===== src/rtl/mux4_scan_sequencer.sv =====
// Drives a 4:1 bit mux with a latched word, steps its select through all four
// positions with a programmable settle time, and streams the sampled bits out.
module mux4_scan_sequencer #(
  parameter int unsigned DWELL     = 1,
  parameter bit          MSB_FIRST = 1'b0
) (
  input  logic       clk,
  input  logic       rst_n,
  input  logic [3:0] word_in,
  input  logic       word_valid,
  output logic       word_ready,
  output logic [3:0] mux_in,
  output logic [1:0] mux_sel,
  input  logic       mux_out,
  output logic       ser_bit,
  output logic       ser_valid,
  output logic       ser_last,
  input  logic       ser_ready,
  output logic       busy
);

  // state  | meaning
  // IDLE   | waiting for a word, word_ready high
  // SETTLE | mux select applied, counting down the settle time
  // HOLD   | sampled bit presented, waiting for ser_ready

  typedef enum logic [1:0] {IDLE, SETTLE, HOLD} state_t;

  localparam logic [1:0] SEL_START = MSB_FIRST ? 2'b11 : 2'b00;
  localparam logic [3:0] CNT_LOAD  = 4'(DWELL - 1);

  state_t     state_q, state_d;
  logic [3:0] cnt_q, cnt_d;
  logic [1:0] idx_q, idx_d;
  logic [3:0] mux_in_q, mux_in_d;
  logic [1:0] mux_sel_q, mux_sel_d;
  logic       ser_bit_q, ser_bit_d;
  logic       ser_valid_q, ser_valid_d;
  logic       ser_last_q, ser_last_d;

  always_ff @(posedge clk or negedge rst_n) begin
    if (!rst_n) begin
      state_q     <= IDLE;
      cnt_q       <= '0;
      idx_q       <= '0;
      mux_in_q    <= '0;
      mux_sel_q   <= SEL_START;
      ser_bit_q   <= 1'b0;
      ser_valid_q <= 1'b0;
      ser_last_q  <= 1'b0;
    end else begin
      state_q     <= state_d;
      cnt_q       <= cnt_d;
      idx_q       <= idx_d;
      mux_in_q    <= mux_in_d;
      mux_sel_q   <= mux_sel_d;
      ser_bit_q   <= ser_bit_d;
      ser_valid_q <= ser_valid_d;
      ser_last_q  <= ser_last_d;
    end
  end

  always_comb begin
    state_d     = state_q;
    cnt_d       = cnt_q;
    idx_d       = idx_q;
    mux_in_d    = mux_in_q;
    mux_sel_d   = mux_sel_q;
    ser_bit_d   = ser_bit_q;
    ser_valid_d = ser_valid_q;
    ser_last_d  = ser_last_q;
    case (state_q)
      IDLE: begin
        if (word_valid) begin
          mux_in_d  = word_in;
          mux_sel_d = SEL_START;
          cnt_d     = CNT_LOAD;
          idx_d     = 2'd0;
          state_d   = SETTLE;
        end
      end
      SETTLE: begin
        if (cnt_q == 4'd0) begin
          ser_bit_d   = mux_out;
          ser_valid_d = 1'b1;
          ser_last_d  = (idx_q == 2'd3);
          state_d     = HOLD;
        end else begin
          cnt_d = cnt_q - 4'd1;
        end
      end
      HOLD: begin
        if (ser_ready) begin
          ser_valid_d = 1'b0;
          ser_last_d  = 1'b0;
          if (ser_last_q) begin
            state_d = IDLE;
          end else begin
            // idx_q counts positions; mux_sel_q just follows the scan direction
            mux_sel_d = MSB_FIRST ? (mux_sel_q - 2'd1) : (mux_sel_q + 2'd1);
            idx_d     = idx_q + 2'd1;
            cnt_d     = CNT_LOAD;
            state_d   = SETTLE;
          end
        end
      end
      default: state_d = IDLE;
    endcase
  end

  assign word_ready = (state_q == IDLE);
  assign busy       = (state_q != IDLE);
  assign mux_in     = mux_in_q;
  assign mux_sel    = mux_sel_q;
  assign ser_bit    = ser_bit_q;
  assign ser_valid  = ser_valid_q;
  assign ser_last   = ser_last_q;

endmodule


===== config.mk =====
export PLATFORM = sky130hd
export DESIGN_NAME = mux4_scan_sequencer
export DESIGN_NICKNAME = d
export VERILOG_FILES = /design/src/rtl/mux4_scan_sequencer.sv
export SDC_FILE = /design/constraint.sdc
export NUM_CORES = 1
export LEC_CHECK = 0
export CAP_MARGIN = 20
export CORE_UTILIZATION = 39
export CTS_CLUSTER_SIZE = 12
export DETAILED_ROUTE_END_ITERATION = 12
export PLACE_DENSITY = 0.67
export SETUP_SLACK_MARGIN = 0.3
export SYNTH_ARGS = -nofsm -noshare
export SYNTH_HDL_FRONTEND = slang
export SYNTH_SLANG_ARGS = --single-unit

===== constraint.sdc =====
create_clock -name clk -period 1.41 [get_ports clk]
set_input_delay 0.282 -clock clk [delete_from_list [all_inputs] [get_ports clk]]
set_output_delay 0.282 -clock clk [all_outputs]
set_load 0.05 [all_outputs]

==> results.txt, run 1 <==
share of cells above drive strength 1 = 0.597
Layout area overhead = 91.4%
# setup viols final = 9
CP delay by family, top = compound AO/OA/AOI/OAI gates
number of cells on the critical path = 6
Total Power = 0.00398 W
Clk pwr share = 0.068
Post-route DRC = 0
Synthesized Nets = 82
Int Power = 0.00229 W
reg-to-reg endpoint = cnt_q[3]
worst path cell trace = inv_2 -> ha_4 -> or3b_4 -> a211oi_4 -> o21ai_1 -> o21ai_1
Worst Path Required = 1.64 ns
slew of the pin with the lowest slew margin = 0.302 ns
combinational fraction of design power = 0.703
Num CTS Buffers = 3
reg2reg start = cnt_q[1]
NetSw = 0.00169 W
Unique masters post-synth = 20
hold slack = 0.303 ns
Achievable Freq = 0.615 GHz
Die ar. = 2190 µm²
FF+latch count, synth = 17
commonest cells after routing, fill and taps aside = dfrtp_1 (14), buf_4 (14), buf_12 (12)
PwrDens = 2660 nW/µm²
max-slew violation count = 0
Crit. End Element = flip-flop
Vias = 719
drt pass-1 iters = 4
failing checks = negative setup slack
peak supply drop = 1.76 mV
fin util = 0.831
Synth Warn # = 0
WS Path Type = flip-flop to flip-flop
Syn Inst Count = 71
status = finished with violations
# clock sinks = 17
IO Port Bufs = 19
RSZ-0062 raised after global routing = yes
minimum clock period = 1.63 ns
Clock Skews = 0.00968 ns
M2 GR Usage = 0.375
R2R Setup Slk = -0.22 ns
critical path's slowest cell = dfrtp_1
FP Rows = 15
slowest stage delay, CP = 0.41 ns
worst hold-check path type = input pin to async pin
Crit path buffers/inverters = 1
die height = 46.8 µm
post-DP HPWL = 1.30 mm
Setup crit end = cnt_q[3]
register area share after synthesis = 0.544
Worst path most repeated cell = o21ai_1
initial drt markers = 9
via/cell ratio = 4.99
Mapped Area = 782 µm²
Placer Congestion = 0.732
gr ovfl total = 0
Initial Util = 0.434
met3 Usage GRT = 0.0808
ANT cells = 0
R2R cell count = 6
crit path max fanout = 6
clock latency at the later pin of the worst-skew pair = 0.30 ns
Routed wire per std cell = 15.9 µm
share of total power in sequential cells = 0.229
final net count = 131
average cell area after synthesis = 11.0 µm²
setup ws final = -0.217 ns
initial antenna violation count = 0
Post-DRT Antenna Nets = 0
sw frac = 0.425
Rel. slew slack = 0.798
overall global routing resource usage = 0.226
Core Box Area = 1800 µm²
worst setup path startpoint = cnt_q[1]
global-route wire length before repair = 3.31 mm
die width = 46.8 µm
crit path DAT = 1.86 ns
number of global-route vias before repair = 711
Final Cycle Share = 1.15
H-tree depth = 1
met1 Use GR = 0.286
Longest Clk Path Bufs = 2
Leak = 0.693 nW
Hold Vio Cnt, Final = 0
Reg clk slew, reported paths = 0.11 ns
Most Crowded Layer GR = met2
max_cap viols = 0
Total Wirelength = 2.29 mm
Worst Setup Start Kind = flip-flop
CTS tree = yes
Root Buffer = clkbuf_4
IO Count = 20
largest net degree at the start of global routing = 18
[registers in the layout (all words and copies together) (netlist names)]
register	cells
ser_valid	1
mux_in	4
cnt_q	4
ser_last	1
mux_sel	2
idx_q	2
state_q	2
ser_bit	1
[layer usage]
metal,part of all wire,up-vias
met3,0.051,0
li1,-,336
met1,0.39,362
met2,0.56,21
met4,0,0
met5,0,-
[Yosys cell counts]
cell,count,area share
nor2_1,5,0.024
mux2_2,6,0.086
nand2_1,9,0.043
nor3b_4,1,0.024
nand3b_1,1,0.0096
or3b_4,1,0.014
nand2b_1,5,0.040
o31ai_1,1,0.0096
a21oi_1,2,0.013
and4bb_2,1,0.016
o21ai_0,6,0.038
ha_1,2,0.032
o21ai_1,2,0.013
nand3_1,3,0.019
inv_1,5,0.024
and2b_1,1,0.0096
nor2b_1,1,0.0080
nor3_1,1,0.0064
dfrtp_1,17,0.54
a211oi_4,1,0.026
[per-stage QoR]
stage	TNS, ns	std cells	setup slack, ns	area (µm²)
6_report	-1.12	144	-0.217	1500
5_1_grt	-1.62	144	-0.285	1500
4_1_cts	-0.862	138	-0.189	1410
3_5_place_dp	-1.42	128	-0.159	1270
3_3_place_gp	-1.12	128	-0.130	1270
2_1_floorplan	-0.278	71	-0.0863	826
[worst min-delay path by stage]
stage | startpoint | to | slack, ns | cells past startpoint
after detailed placement | mux_sel[1] | mux_sel[1] | 0.52 | 1
final | rst_n | ser_bit | 0.30 | 2
after global routing | rst_n | ser_bit | 0.32 | 2
after global placement | ser_valid | ser_valid | 0.52 | 2
after CTS | rst_n | ser_bit | 0.31 | 2
after floorplan | rst_n | cnt_q[0] | -0.01 | 0
[area by class of cell]
type	count	area [µm²]
repair buffers	44	538
fillers	100	305
clock buffers	3	22.5
multi-input cells	49	452
flip-flops and latches	17	429
inverters	5	18.8
well taps	25	31.3
clock inverters	1	5.00
[power groups by stage]
stage	Combinational, W	Sequential [W]	Clock (W)
floorplan	0.000799	0.00126	0
global placement	0.00217	0.000906	0
detailed placement	0.00221	0.000913	0
CTS	0.00255	0.000907	0.000276
global route	0.00294	0.000934	0.000299
finish	0.00280	0.000913	0.000269
[timing repair]
action	CTS	global route
gates resized for setup	23	10
endpoints found under the setup margin	28	28
hold endpoints to repair	0	0
pin swaps	6	6
hold buffers	0	0
buffers inserted	6	6
[kinds of logic (layout without fill, tap and decap cells)]
family,Yosys count,after routing,share of synthesized area
buf+inv,5,53,0.0240
flops,17,17,0.544
simple gates,29,29,0.214
compound gates,12,12,0.0992
mux,6,6,0.0864
fa+ha+maj,2,2,0.0320
No activity file was read; power rests on OpenSTA's default activity.
==> run 2: changes to the inputs <==
Settings changed: CORE_UTILIZATION 39 to 42, PLACE_DENSITY 0.67 to 0.71.
==> run 2 against run 1 <==
Net effect: the flow still finishes with violations (negative setup slack); hold slack better by 0.0072 ns; global-route usage is 0.62 points higher; final cell count is 2.8% higher; utilization is 1.8 points higher; register-to-register slack hardly changed; via count is 0.56% lower; die area is 6.8% lower; sequential cell count stayed put; worst setup slack better by 0.0060 ns.
==> results.txt, run 2 (synthesis results as in run 1) <==
status = finished with violations
failing checks = negative setup slack
Int Power = 0.00224 W
slowest stage delay, CP = 0.41 ns
die height = 45.2 µm
Leak = 0.683 nW
Total Wirelength = 2.67 mm
Root Buffer = clkbuf_4
initial drt markers = 2
crit path DAT = 1.85 ns
via/cell ratio = 4.83
slew of the pin with the lowest slew margin = 0.294 ns
Post-DRT Antenna Nets = 0
# setup viols final = 8
hold slack = 0.310 ns
post-route setup TNS = -0.939 ns
worst setup path startpoint = cnt_q[1]
Clock Skews = 0.00293 ns
setup ws final = -0.211 ns
crit path max fanout = 6
combinational fraction of design power = 0.698
share of cells above drive strength 1 = 0.545
fillers = 91
drt pass-1 iters = 3
reg2reg start = cnt_q[1]
max-slew violation count = 0
initial antenna violation count = 0
Post-route DRC = 0
gr ovfl total = 0
share of total power in sequential cells = 0.230
IO Count = 20
Worst Path Required = 1.64 ns
number of global-route vias before repair = 659
Crit. End Element = flip-flop
clock latency at the later pin of the worst-skew pair = 0.30 ns
Rel. slew slack = 0.803
commonest cells after routing, fill and taps aside = buf_4 (21), dfrtp_1 (14), buf_12 (11)
FP Rows = 15
Reg clk slew, reported paths = 0.11 ns
NetSw = 0.00168 W
Longest Clk Path Bufs = 2
Num CTS Buffers = 3
ANT cells = 0
Worst Setup Start Kind = flip-flop
Layout area overhead = 87.4%
Core Box Area = 1730 µm²
IO Port Bufs = 19
max_cap viols = 0
Clk pwr share = 0.073
Die ar. = 2040 µm²
CTS tree = yes
Achievable Freq = 0.617 GHz
largest net degree at the start of global routing = 18
critical path's slowest cell = dfrtp_1
global-route wire length before repair = 3.15 mm
# clock sinks = 17
worst path cell trace = inv_1 -> ha_2 -> or3b_4 -> a211oi_4 -> o21ai_1 -> o21ai_1
peak supply drop = 1.49 mV
RSZ-0062 raised after global routing = yes
minimum clock period = 1.62 ns
Hold Vio Cnt, Final = 0
Placer Congestion = 0.762
Final Cycle Share = 1.15
worst hold-check path type = input pin to async pin
sw frac = 0.429
final net count = 135
Initial Util = 0.453
Worst path most repeated cell = o21ai_1
H-tree depth = 1
PwrDens = 2680 nW/µm²
dpl ws = -0.173 ns
cts hold-fix bufs = 0
WS Path Type = flip-flop to flip-flop
post-DP HPWL = 1.31 mm
Routed wire per std cell = 18.0 µm
commonest non-fill, non-tap cell in the layout = buf_4
overall global routing resource usage = 0.232
die width = 45.2 µm
Vias = 715
Total Power = 0.00392 W
run 2: final timing paths:
path                              end  slack (ns)  cells after the start
setup reg to reg             cnt_q[3]       -0.21                      6
hold reg to reg              cnt_q[0]        0.58                      2
setup / recovery             cnt_q[3]       -0.21                      6
min in group clk             cnt_q[0]        0.58                      2
hold / removal              mux_in[0]        0.31                      2
max in group asynchronous  state_q[0]        0.89                      2
run 2: power groups by stage:
| stage | combinational, W | clock [W] | sequential (W) |
|---|---|---|---|
| floorplan | 0.000799 | 0 | 0.00126 |
| detailed placement | 0.00220 | 0 | 0.000910 |
| CTS | 0.00237 | 0.000276 | 0.000885 |
| global placement | 0.00215 | 0 | 0.000902 |
| finish | 0.00274 | 0.000285 | 0.000901 |
| global route | 0.00286 | 0.000309 | 0.000914 |
run 2: routing by layer:
metal | vias up | wire length, µm | GRT usage
met1 | 347 | 1080 | 0.292
met3 | 10 | 70 | 0.0480
met2 | 14 | 1410 | 0.354
met5 | - | 0 | 0
met4 | 0 | 115 | 0.164
li1 | 344 | - | -
run 2: critical path, delay by kind of cell, from the launching register on:
family          cells  cell delay (ns)
compound gates      3             0.52
simple gates        1             0.39
fa+ha+maj           1             0.17
flops               1             0.41
buf+inv             1             0.06
run 2: per-stage QoR:
stage | cells | utilization | instance area, µm²
after floorplan | 71 | - | 826
after global placement | 128 | 0.727 | 1250
after detailed placement | 128 | 0.727 | 1250
after CTS | 137 | 0.776 | 1340
after global routing | 148 | 0.849 | 1470
final | 148 | 0.849 | 1470
run 2: final cells by class:
cell class | count | area, µm² | share of cell area
Multi-Input combinational cell | 49 | 410 | 0.280
Sequential cell | 17 | 429 | 0.293
Clock inverter | 1 | 5.00 | 0.00342
Timing Repair Buffer | 48 | 548 | 0.374
Clock buffer | 3 | 22.5 | 0.0154
Tap cell | 25 | 31.3 | 0.0213
Inverter | 5 | 18.8 | 0.0128
run 2: what timing repair did:
action | 4_1_cts | 5_1_grt
resized for setup | 8 | 12
cloned | 0 | 0
pin swaps | 3 | 3
endpoints found under the setup margin | 28 | 28
hold endpoints to repair | 0 | 0
buffers inserted | 5 | 11
